===== src/rtl/enc_layer_sched.sv =====
// enc_layer_sched: time-multiplexed dense-layer controller.
// Computes y[r] = b[r] + sum_i x[i]*w[r][i] for N_OUT neurons using one
// shared fixed-point multiplier and one shared adder, one MAC per cycle.
//
// Ports:
//   clk      : rising-edge clock
//   reset    : asynchronous active-low reset
//   start    : run request, sampled in IDLE only
//   abort    : synchronous run cancel (ignored in IDLE)
//   x        : input vector, element i at [i*BITSIZE +: BITSIZE], captured at start
//   w        : weights, w[r][i] at [(r*N_IN+i)*BITSIZE +: BITSIZE], stable while busy
//   b        : biases, b[r] at [r*BITSIZE +: BITSIZE], stable while busy
//   busy     : high in every state except IDLE
//   done     : one-cycle pulse when a run completes
//   y        : results, y[r] at [r*BITSIZE +: BITSIZE]
//   y_valid  : bit r sticky-set when y[r] is written
//
// Build option: define ENC_SAT_EN to make mul/add saturate instead of wrap.
// Cycle timing is identical in both builds.
module enc_layer_sched #(
  parameter int BITSIZE = 16,
  parameter int FRAC    = 8,
  parameter int N_IN    = 6,
  parameter int N_OUT   = 4
) (
  input  logic                          clk,
  input  logic                          reset,
  input  logic                          start,
  input  logic                          abort,
  input  logic [BITSIZE*N_IN-1:0]       x,
  input  logic [BITSIZE*N_IN*N_OUT-1:0] w,
  input  logic [BITSIZE*N_OUT-1:0]      b,
  output logic                          busy,
  output logic                          done,
  output logic [BITSIZE*N_OUT-1:0]      y,
  output logic [N_OUT-1:0]              y_valid
);

  localparam int IW = $clog2(N_IN + 1);
  localparam int RW = $clog2(N_OUT + 1);
  localparam logic [IW-1:0] I_LAST = IW'(N_IN - 1);
  localparam logic [RW-1:0] R_LAST = RW'(N_OUT - 1);

  localparam logic [2:0] S_IDLE  = 3'd0;
  localparam logic [2:0] S_LOAD  = 3'd1;
  localparam logic [2:0] S_MAC   = 3'd2;
  localparam logic [2:0] S_STORE = 3'd3;
  localparam logic [2:0] S_DONE  = 3'd4;

`ifdef ENC_SAT_EN
  localparam logic signed [2*BITSIZE-1:0] PMAX = {{(BITSIZE+1){1'b0}}, {(BITSIZE-1){1'b1}}};
  localparam logic signed [2*BITSIZE-1:0] PMIN = {{(BITSIZE+1){1'b1}}, {(BITSIZE-1){1'b0}}};
  localparam logic signed [BITSIZE-1:0]   WMAX = {1'b0, {(BITSIZE-1){1'b1}}};
  localparam logic signed [BITSIZE-1:0]   WMIN = {1'b1, {(BITSIZE-1){1'b0}}};
`endif

  // Fixed-point multiply: full-width signed product, arithmetic shift right
  // by FRAC (floor), then wrap or clamp to BITSIZE bits.
  function automatic logic signed [BITSIZE-1:0] fx_mul(
    input logic signed [BITSIZE-1:0] a,
    input logic signed [BITSIZE-1:0] c
  );
    logic signed [2*BITSIZE-1:0] prod;
    prod = a * c;
    prod = prod >>> FRAC;
`ifdef ENC_SAT_EN
    if (prod > PMAX)      return WMAX;
    else if (prod < PMIN) return WMIN;
    else                  return BITSIZE'(prod);
`else
    return BITSIZE'(prod);
`endif
  endfunction

  // Two's-complement add, wrap or clamp on overflow.
  function automatic logic signed [BITSIZE-1:0] fx_add(
    input logic signed [BITSIZE-1:0] a,
    input logic signed [BITSIZE-1:0] c
  );
`ifdef ENC_SAT_EN
    logic signed [BITSIZE:0] sum;
    sum = {a[BITSIZE-1], a} + {c[BITSIZE-1], c};
    // Overflow shows as disagreement between the guard bit and the sign bit.
    if (sum[BITSIZE] != sum[BITSIZE-1]) return sum[BITSIZE] ? WMIN : WMAX;
    else                                return BITSIZE'(sum);
`else
    return a + c;
`endif
  endfunction

  logic [2:0]                state;
  logic [BITSIZE*N_IN-1:0]   xcap;
  logic signed [BITSIZE-1:0] acc;
  logic [IW-1:0]             i_cnt;
  logic [RW-1:0]             r_cnt;

  logic signed [BITSIZE-1:0] x_op;
  logic signed [BITSIZE-1:0] w_op;
  logic signed [BITSIZE-1:0] b_op;

  // Operand selection for the shared multiplier; i_cnt reaches N_IN only in
  // STORE where the operands are unused, so clamp to keep the select in range.
  always_comb begin
    int unsigned ii;
    int unsigned rr;
    ii = (i_cnt <= I_LAST) ? 32'(i_cnt) : 32'd0;
    rr = (r_cnt <= R_LAST) ? 32'(r_cnt) : 32'd0;
    x_op = xcap[ii*BITSIZE +: BITSIZE];
    w_op = w[(rr*N_IN + ii)*BITSIZE +: BITSIZE];
    b_op = b[rr*BITSIZE +: BITSIZE];
  end

  assign busy = (state != S_IDLE);
  assign done = (state == S_DONE);

  always_ff @(posedge clk or negedge reset) begin
    if (!reset) begin
      state   <= S_IDLE;
      xcap    <= '0;
      acc     <= '0;
      i_cnt   <= '0;
      r_cnt   <= '0;
      y       <= '0;
      y_valid <= '0;
    end else if (abort && state != S_IDLE) begin
      // Cancel: results already written stay in y but are no longer flagged.
      state   <= S_IDLE;
      y_valid <= '0;
    end else begin
      case (state)
        S_IDLE: begin
          if (start) begin
            xcap    <= x;
            r_cnt   <= '0;
            y_valid <= '0;
            state   <= S_LOAD;
          end
        end
        S_LOAD: begin
          acc   <= b_op;
          i_cnt <= '0;
          state <= S_MAC;
        end
        S_MAC: begin
          acc   <= fx_add(acc, fx_mul(x_op, w_op));
          i_cnt <= i_cnt + 1'b1;
          if (i_cnt == I_LAST) state <= S_STORE;
        end
        S_STORE: begin
          y[32'(r_cnt)*BITSIZE +: BITSIZE] <= acc;
          y_valid <= y_valid | (N_OUT'(1) << r_cnt);
          if (r_cnt < R_LAST) begin
            r_cnt <= r_cnt + 1'b1;
            state <= S_LOAD;
          end else begin
            state <= S_DONE;
          end
        end
        S_DONE:  state <= S_IDLE;
        default: state <= S_IDLE;
      endcase
    end
  end

endmodule


===== config.mk =====
export PLATFORM = sky130hd
export DESIGN_NAME = enc_layer_sched
export DESIGN_NICKNAME = d
export VERILOG_FILES = /design/src/rtl/enc_layer_sched.sv
export SDC_FILE = /design/constraint.sdc
export NUM_CORES = 1
export LEC_CHECK = 0
export ABC_AREA = 1
export BUFFER_PORTS_ARGS = -buffer_cell sky130_fd_sc_hd__buf_2
export CAP_MARGIN = 10
export CORE_AREA = 3 3 239 241
export DETAILED_ROUTE_END_ITERATION = 10
export DIE_AREA = 0 0 242 244
export GPL_TIMING_DRIVEN = 0
export RECOVER_POWER = 50
export SYNTH_ARGS = -nofsm -noshare
export SYNTH_HDL_FRONTEND = slang
export SYNTH_SLANG_ARGS = --single-unit

===== constraint.sdc =====
create_clock -name clk -period 16.2 [get_ports clk]
set_input_delay 0.81 -clock clk [delete_from_list [all_inputs] [get_ports clk]]
set_output_delay 0.81 -clock clk [all_outputs]
set_load 0.05 [all_outputs]

; Word level (Yosys, flattened, before mapping)
; Cells that the tools add are included.
[word_totals]
regBits = 189
latch_bits = 0
mem_bits_rw = 0
mem_bits_ro = 0
inputBits = 548
output_inout_bits = 70
elab_cells = 62
memories = 0
[classes]
n_addsub = 5
multipliers = 2
div = 0
n_lt_le_gt_ge = 3
n_eq_ne = 9
shifts = 6
muxes = 16
n_bitwise = 2
n_reduce_logical = 12
[ops]
columns = cell, n
row1 = variable part select 384 x 12 -> 16 bit, 1
row2 = variable part select 96 x 8 -> 16 bit, 1
row3 = bitwise mux 64 bit, 1
row4 = variable shift 16 x 34 -> 64 bit (first input constant), 1
row5 = variable part select 16 x 34 -> 64 bit, 1
row6 = variable part select 64 x 8 -> 16 bit, 1
row7 = negation 7 -> 34 bit, 1
row8 = case mux 16 bit (2 select lines), 1
row9 = multiplier 16 x 16 -> 24 bit, 1
row10 = 2-to-1 mux 3 bit, 8
row11 = adder 16 bit, 1
row12 = case mux 3 bit (2 select lines), 2
row13 = case mux 3 bit (4 select lines), 1
row14 = 2-to-1 mux 4 bit, 2
row15 = case mux 4 bit (2 select lines), 1
row16 = AND reduction 2 bit, 4
row17 = adder 6 x 3 -> 7 bit, 1
row18 = adder 3 x 1 -> 3 bit (second input constant), 2
row19 = == test 3 x 2 -> 1 bit (second input constant), 2
row20 = == test 3 bit (second input constant), 2
row21 = inequality test 3 bit (second input constant), 2
row22 = nonzero test 3 bit, 2
row23 = multiplier 3 x 2 -> 5 bit (second input constant), 1
row24 = inequality test 2 bit (second input constant), 2
row25 = 12 further kinds, 13

; Logic depth before layout (Yosys ltp)
; Gate-level depths: netlist (run 1).
[logic_depth]
ltp_word = 8
depth_mapped = 61
mapped_depth_nobuf = 55

; Least setup slack after synthesis (run 1)
; OpenSTA, ideal clock, no wires.
[synth_path]
kind = register to register
from = reg r_cnt[1]
to = reg acc[13]
setup_ns = 0.132
arrival_ns = 10.244
t_required_ns = 16.068
slack_ns = 5.824
path_stages_with_launch = 49
n_path_buf = 6
period_less_slack_ns = 10.376
path_cell_list = dfrtp_1 -> ha_1 -> ha_1 -> or2_2 -> nand2_1 -> inv_1 -> clkbuf_1 -> ha_1 -> fa_1 -> buf_2 -> inv_1 -> buf_1 -> buf_1 -> clkbuf_1 -> o221ai_1 -> a32o_1 -> nand2_1 -> clkbuf_1 -> (+13 left out) -> o21ai_0 -> o21bai_4 -> xor2_1 -> ha_1 -> nand2_1 -> o21ai_0 -> inv_1 -> nor2_1 -> nor2_1 -> o21bai_1 -> a21o_1 -> a21oi_1 -> o21ai_0 -> nand3_1 -> nand2_1 -> xor2_1 -> o211ai_1 -> o21ai_0
[synth_between]
elab_chain_cells = 8
elab_cells_between_ends = 9
classes_between = add/sub: 2 / mul: 2 / order compare: 1 / shift: 2 / mux: 2
[synth_lines]
columns = element, line
row1 = "start, declared", 95  ; logic [RW-1:0] r_cnt;
row2 = "start signal, assigned", 153  ; r_cnt <= r_cnt + 1'b1;
row3 = <= comparator 3 x 2 -> 1 bit, 107  ; rr = (r_cnt <= R_LAST) ? 32'(r_cnt) : 32'd0;
row4 = 2-to-1 mux 3 bit *, 107
row5 = multiplier 3 x 2 -> 5 bit, 109  ; w_op = w[(rr*N_IN + ii)*BITSIZE +: BITSIZE];
row6 = adder 6 x 3 -> 7 bit, 109
row7 = variable part select 384 x 12 -> 16 bit, 109
row8 = multiplier 16 x 16 -> 24 bit, 64  ; prod = a * c;
row9 = adder 16 bit, 87  ; return a + c;
row10 = case mux 16 bit (2 select lines) *, 130  ; case (state)
row11 = "end signal, assigned", 140  ; acc <= b_op;
row12 = "end signal, assigned", 145  ; acc <= fx_add(acc, fx_mul(x_op, w_op));
row13 = "end, declared", 93  ; logic signed [BITSIZE-1:0] acc;
; Every way passes the cells marked *; elsewhere a longest branch is shown, timed or not.
; A chain may end at the register's enable or synchronous reset.

; Final worst setup path (run 1)
[layout_path]
from = reg r_cnt[0]
to = reg acc[13]
; The elaborated chain is that of the path after synthesis.

==> impl_metrics.env, run 1 <==
export IMPL_hpwl_um=90200
export IMPL_synth_common_cells="683 x nand2_1, 496 x inv_1, 345 x nor2_1, 291 x o21ai_0, 216 x nand3_1"
export IMPL_crit_type="reg2reg"
export IMPL_die_h_um=244
export IMPL_routed_wirelength_um=108000
export IMPL_ctsHoldBuffers=0
export IMPL_vias=24100
export IMPL_clkLatencyLatePin_ns=0.45
export IMPL_num_rows=86
export IMPL_wl_per_cell_um=24.2
export IMPL_critPathRequiredTime_ns=16.56
export IMPL_ys_ff_latch=189
export IMPL_drtIter0Drc=2085
export IMPL_tns_ns=0
export IMPL_fp_dieW_um=242
export IMPL_routabilityCongestion=1.01
export IMPL_overflow=0
export IMPL_synth_top_family_by_area="simple AND/OR/NAND/NOR gates"
export IMPL_synth_xor_area_frac=0.0134
export IMPL_clockBufferDepth=2
export IMPL_critPathCaptureType="flip-flop"
export IMPL_ys_flop_type="dfrtp_1"
export IMPL_slew_viol_final=192
export IMPL_status="finished, violations left"
export IMPL_hp_class="reg2reg"
export IMPL_cts_resized_gates=0
export IMPL_core_um2=55100
export IMPL_yosysUniqueCellTypes=58
export IMPL_yosysSeqAreaShare=0.221
export IMPL_slowest_delay_ns=0.75
export IMPL_final_antenna_net_count=0
export IMPL_htreeDepth=4
export IMPL_area_growth_pct=21.7
export IMPL_slew_headroom=-2.61
export IMPL_ios=618
export IMPL_cts_sinks=189
export IMPL_finalClockSkew_ns=0.0159
export IMPL_violations="capacitance limit, slew limit"
export IMPL_critPathMaxFanout=11
export IMPL_r2r_cells=48
export IMPL_grt_pass1_wl_um=157000
export IMPL_fin_nets=4512
export IMPL_antenna_found_initial=32
export IMPL_synth_compound_area_share=0.152
export IMPL_max_freq_mhz=75.3
export IMPL_viasPerCell=5.42
export IMPL_min_period_ns=13.28
export IMPL_cap_violations=2
export IMPL_cts_root_buf="clkbuf_16"
export IMPL_cts_tree="built"
export IMPL_arrival_ns=13.64
export IMPL_yosysMostFrequentCell="nand2_1"
export IMPL_grt_max_degree=99
export IMPL_whs_path_depth=2
export IMPL_drt_first_pass_iters=6
export IMPL_start_util=0.389
export IMPL_finalCritPeriodShare=0.820
export IMPL_synth_area_um2=21400
export IMPL_drive_gt1_frac=0.194
export IMPL_hold_viol_final=0
export IMPL_synth_edf_count=0
export IMPL_synth_simple_area_share=0.253
export IMPL_synth_area_per_cell_um2=7.05
export IMPL_grt_pass1_vias=24000
export IMPL_synthAdderAreaFrac=0.235
export IMPL_async_flop_share=1.00
export IMPL_muxShareOfSynthArea=0.000468
export IMPL_cp_slowest_cell="clkbuf_1"
export IMPL_design_die_area_um2=59000
export IMPL_drcViolationCount=0
export IMPL_yosys_warnings=0
export IMPL_post_synth_top_area_cell="dfrtp_1"
export IMPL_cts_buffers=17
export IMPL_grt_util_all_layers=0.358
export IMPL_rsz0062_at_grt="false"
export IMPL_netlist_area_leader_share=0.221
export IMPL_synthCells=3036
export IMPL_setup_violations=0
export IMPL_cts_setup_buffers=0
export IMPL_worst_setup_path_start_kind="flip-flop"
export IMPL_tightest_slew_ns=5.41
export IMPL_placement_io_buffers=617
export IMPL_path_clk_slew_ns=0.07
export IMPL_synth_area_top_cells="dfrtp_1 22%, fa_1 18%, nand2_1 12%"
## cell families (layout without fill, tap and decap cells)
group | Yosys count | count (layout)
AOI/OAI and AO/OA | 543 | 543
xor gates and xnor gates | 32 | 32
adders and majority gates | 289 | 289
buffers and inverters | 672 | 1322
DFF | 189 | 189
muxes | 1 | 1
other | 1 | 24
and+or+nand+nor | 1309 | 1309
## registers in the layout, indices dropped and copies added (netlist names)
name / flops
r_cnt: 3
y: 64
i_cnt: 3
acc: 16
xcap: 96
state: 3
y_valid: 4
## layout by cell type (no fill, tap or decap), types with 10 or more instances in the layout
| cell | count |
|---|---|
| nand2_1 | 683 |
| buf_2 | 623 |
| inv_1 | 496 |
| nor2_1 | 345 |
| o21ai_0 | 291 |
| nand3_1 | 216 |
| fa_1 | 189 |
| dfrtp_1 | 189 |
| clkbuf_1 | 130 |
| ha_1 | 100 |
| a21oi_1 | 70 |
| o211ai_1 | 47 |
| o221ai_1 | 36 |
| nand3b_1 | 22 |
| xor2_1 | 22 |
| diode_2 | 21 |
| o41ai_1 | 18 |
| clkbuf_16 | 17 |
| o22ai_1 | 16 |
| buf_1 | 12 |
| o21ai_1 | 12 |
| o31ai_1 | 12 |
| buf_4 | 10 |
| buf_6 | 10 |
| or2_2 | 10 |
## per-layer routing
| layer | global-route usage | share of wire | vias to the layer above |
|---|---|---|---|
| met5 | 0 | 0.0014 | - |
| met4 | 0.197 | 0.062 | 20 |
| met3 | 0.102 | 0.11 | 302 |
| met2 | 0.565 | 0.44 | 1429 |
| met1 | 0.445 | 0.38 | 11500 |
| li1 | - | - | 10900 |
## area by class of cell
type / count / area, µm²
flip-flops and latches: 189 / 4730
multi-input cells: 2177 / 14000
diodes: 21 / 52.6
clock inverters: 12 / 128
fillers: 5917 / 29000
inverters: 505 / 1900
plain buffers: 167 / 787
clock buffers: 20 / 467
repair buffers: 618 / 3050
well taps: 748 / 936
## worst max-delay path, delay by kind of cell (launching register included)
family                   cells  cell delay (ns)
XOR/XNOR                     2             0.37
AND/OR/NAND/NOR              9             1.19
AO/OA/AOI/OAI               13             2.51
buffers and inverters       14             4.01
flip-flops                   1             0.42
adder cells (fa/ha/maj)     10             4.68
## worst paths after layout
path | startpoint | end | slack (ns)
setup / recovery | r_cnt[0]$_DFFE_PN0P_ | acc[13]$_DFFE_PN0P_ | 2.92
hold / removal | xcap[69]$_DFFE_PN0P_ | xcap[69]$_DFFE_PN0P_ | 0.49
max in group asynchronous | reset | xcap[69]$_DFFE_PN0P_ | 7.25
min in group asynchronous | reset | y[49]$_DFFE_PN0P_ | 2.30
setup reg to reg | r_cnt[0]$_DFFE_PN0P_ | acc[13]$_DFFE_PN0P_ | 2.92
hold reg to reg | xcap[69]$_DFFE_PN0P_ | xcap[69]$_DFFE_PN0P_ | 0.49
## through the flow
step | utilization | area, µm² | hold WS, ns | std cells | setup WS (ns)
after CTS | 0.473 | 26100 | 0.412 | 4436 | 3.06
after floorplan | - | 21400 | 0.444 | 3038 | 5.82
final | 0.473 | 26000 | 0.486 | 4457 | 2.92
after global placement | 0.462 | 25400 | 0.459 | 4403 | 3.17
after detailed placement | 0.462 | 25500 | 0.459 | 4404 | 3.15
after global routing | 0.472 | 26000 | 0.502 | 4451 | 2.04
Power of run 1 is left out: the tool's default activity adds up to more than one toggle a clock period on the data nets, which glitch-free logic cannot reach.
==> run 2, diff against run 1 <==
- CORE_AREA: 3 3 239 241 -> 3 3 242 244
- DIE_AREA: 0 0 242 244 -> 0 0 245 247
- clock period: 16.2 -> 13.9 ns (I/O delays scaled with it)
==> impl_metrics.env, run 2 (synthesis results as in run 1) <==
export IMPL_clockBufferDepth=2
export IMPL_grt_util_all_layers=0.356
export IMPL_drive_gt1_frac=0.194
export IMPL_viasPerCell=5.40
export IMPL_ctsHoldBuffers=0
export IMPL_start_util=0.379
export IMPL_min_period_ns=12.99
export IMPL_vias=24100
export IMPL_whs_ns=0.419
export IMPL_grt_max_degree=118
export IMPL_final_common_cell="nand2_1"
export IMPL_tightest_slew_ns=6.31
export IMPL_tns_ns=0
export IMPL_path_clk_slew_ns=0.08
export IMPL_antenna_found_initial=38
export IMPL_design_die_area_um2=60500
export IMPL_finalCritPeriodShare=0.935
export IMPL_critPathRequiredTime_ns=14.28
export IMPL_largestRegisters="xcap (96), y (64), acc (16)"
export IMPL_final_area_um2=26000
export IMPL_cts_root_buf="clkbuf_16"
export IMPL_overflow=0
export IMPL_cp_slowest_cell="fa_1"
export IMPL_worst_setup_path_start_kind="flip-flop"
export IMPL_routabilityCongestion=1.05
export IMPL_final_cells=4468
export IMPL_fp_dieW_um=245
export IMPL_max_freq_mhz=77.0
export IMPL_regMostFlops="xcap"
export IMPL_critPathCaptureType="flip-flop"
export IMPL_slew_headroom=-3.21
export IMPL_cap_violations=2
export IMPL_hpwl_um=90700
export IMPL_slew_viol_final=192
export IMPL_placed_area_um2=25500
export IMPL_die_h_um=247
export IMPL_drcViolationCount=0
export IMPL_status="finished, violations left"
export IMPL_final_antenna_net_count=0
export IMPL_wl_per_cell_um=24.4
export IMPL_clkLatencyLatePin_ns=0.47
export IMPL_grt_pass1_wl_um=156000
export IMPL_violations="capacitance limit, slew limit"
export IMPL_num_rows=87
export IMPL_htreeDepth=4
export IMPL_drtIter0Drc=2426
export IMPL_ios=618
export IMPL_arrival_ns=13.37
export IMPL_place_inst=4412
export IMPL_cts_sinks=189
export IMPL_layout_common_cells="683 x nand2_1, 623 x buf_2, 496 x inv_1, 345 x nor2_1, 291 x o21ai_0"
export IMPL_crit_type="reg2reg"
export IMPL_largest_reg_flops=96
export IMPL_hold_viol_final=0
export IMPL_setup_violations=0
export IMPL_routed_wirelength_um=109000
export IMPL_placement_io_buffers=617
export IMPL_rsz0062_at_grt="false"
export IMPL_finalClockSkew_ns=0.0125
export IMPL_slowest_delay_ns=0.59
export IMPL_hp_class="in2reg"
export IMPL_cts_buffers=17
export IMPL_critPathMaxFanout=16
export IMPL_cts_tree="built"
export IMPL_grt_pass1_vias=24000
export IMPL_area_growth_pct=21.6
export IMPL_fin_nets=4509
export IMPL_drt_first_pass_iters=7
export IMPL_core_um2=56500
run 2: routing by layer:
metal  GRT usage  vias to the layer above  share of wire
met5           0                        -         0.0012
li1            -                    10900              -
met3       0.104                      279           0.10
met4       0.171                       22          0.052
met2       0.573                     1362           0.45
met1       0.438                    11500           0.39
run 2: per-stage QoR:
step | setup slack (ns) | util
floorplan | 3.52 | -
global placement | 0.507 | 0.450
detailed placement | 0.535 | 0.451
CTS | 0.469 | 0.461
global route | 0.110 | 0.460
finish | 0.907 | 0.461
run 2: final cells by class:
| class | instances | area [µm²] |
|---|---|---|
| Sequential cell | 189 | 4730 |
| Multi-Input combinational cell | 2177 | 14000 |
| Timing Repair Buffer | 618 | 3050 |
| Clock inverter | 12 | 109 |
| Tap cell | 756 | 946 |
| Buffer | 164 | 776 |
| Inverter | 505 | 1900 |
| Clock buffer | 20 | 447 |
| Fill cell | 6185 | 30500 |
| Antenna cell | 27 | 67.6 |
run 2: path summary, 6_finish.rpt:
path,from,end,slack (ns),depth (start not counted)
min in group asynchronous,reset,y_valid[2]$_DFFE_PN0P_,1.66,1
min reg2reg,y[11]$_DFFE_PN0P_,y[11]$_DFFE_PN0P_,0.48,2
max reg2reg,r_cnt[0]$_DFFE_PN0P_,acc[13]$_DFFE_PN0P_,0.91,47
min,x[66],xcap[66]$_DFFE_PN0P_,0.42,3
max in group asynchronous,reset,y_valid[1]$_DFFE_PN0P_,4.66,2
max,r_cnt[0]$_DFFE_PN0P_,acc[13]$_DFFE_PN0P_,0.91,47
run 2: what timing repair did:
action / CTS / global route
resized for setup: 0 / 0
endpoints found under the hold margin: 0 / 0
endpoints found under the setup margin: 0 / 5
buffers inserted: 0 / 0
run 2: critical path, delay by kind of cell (launching register included):
family	cells	cell delay [ns]
XOR/XNOR	2	0.38
AND/OR/NAND/NOR	10	1.37
buffers and inverters	12	3.44
flip-flops	1	0.43
AO/OA/AOI/OAI	13	2.42
adder cells (fa/ha/maj)	10	4.82
Power of run 2 is left out for the same reason.
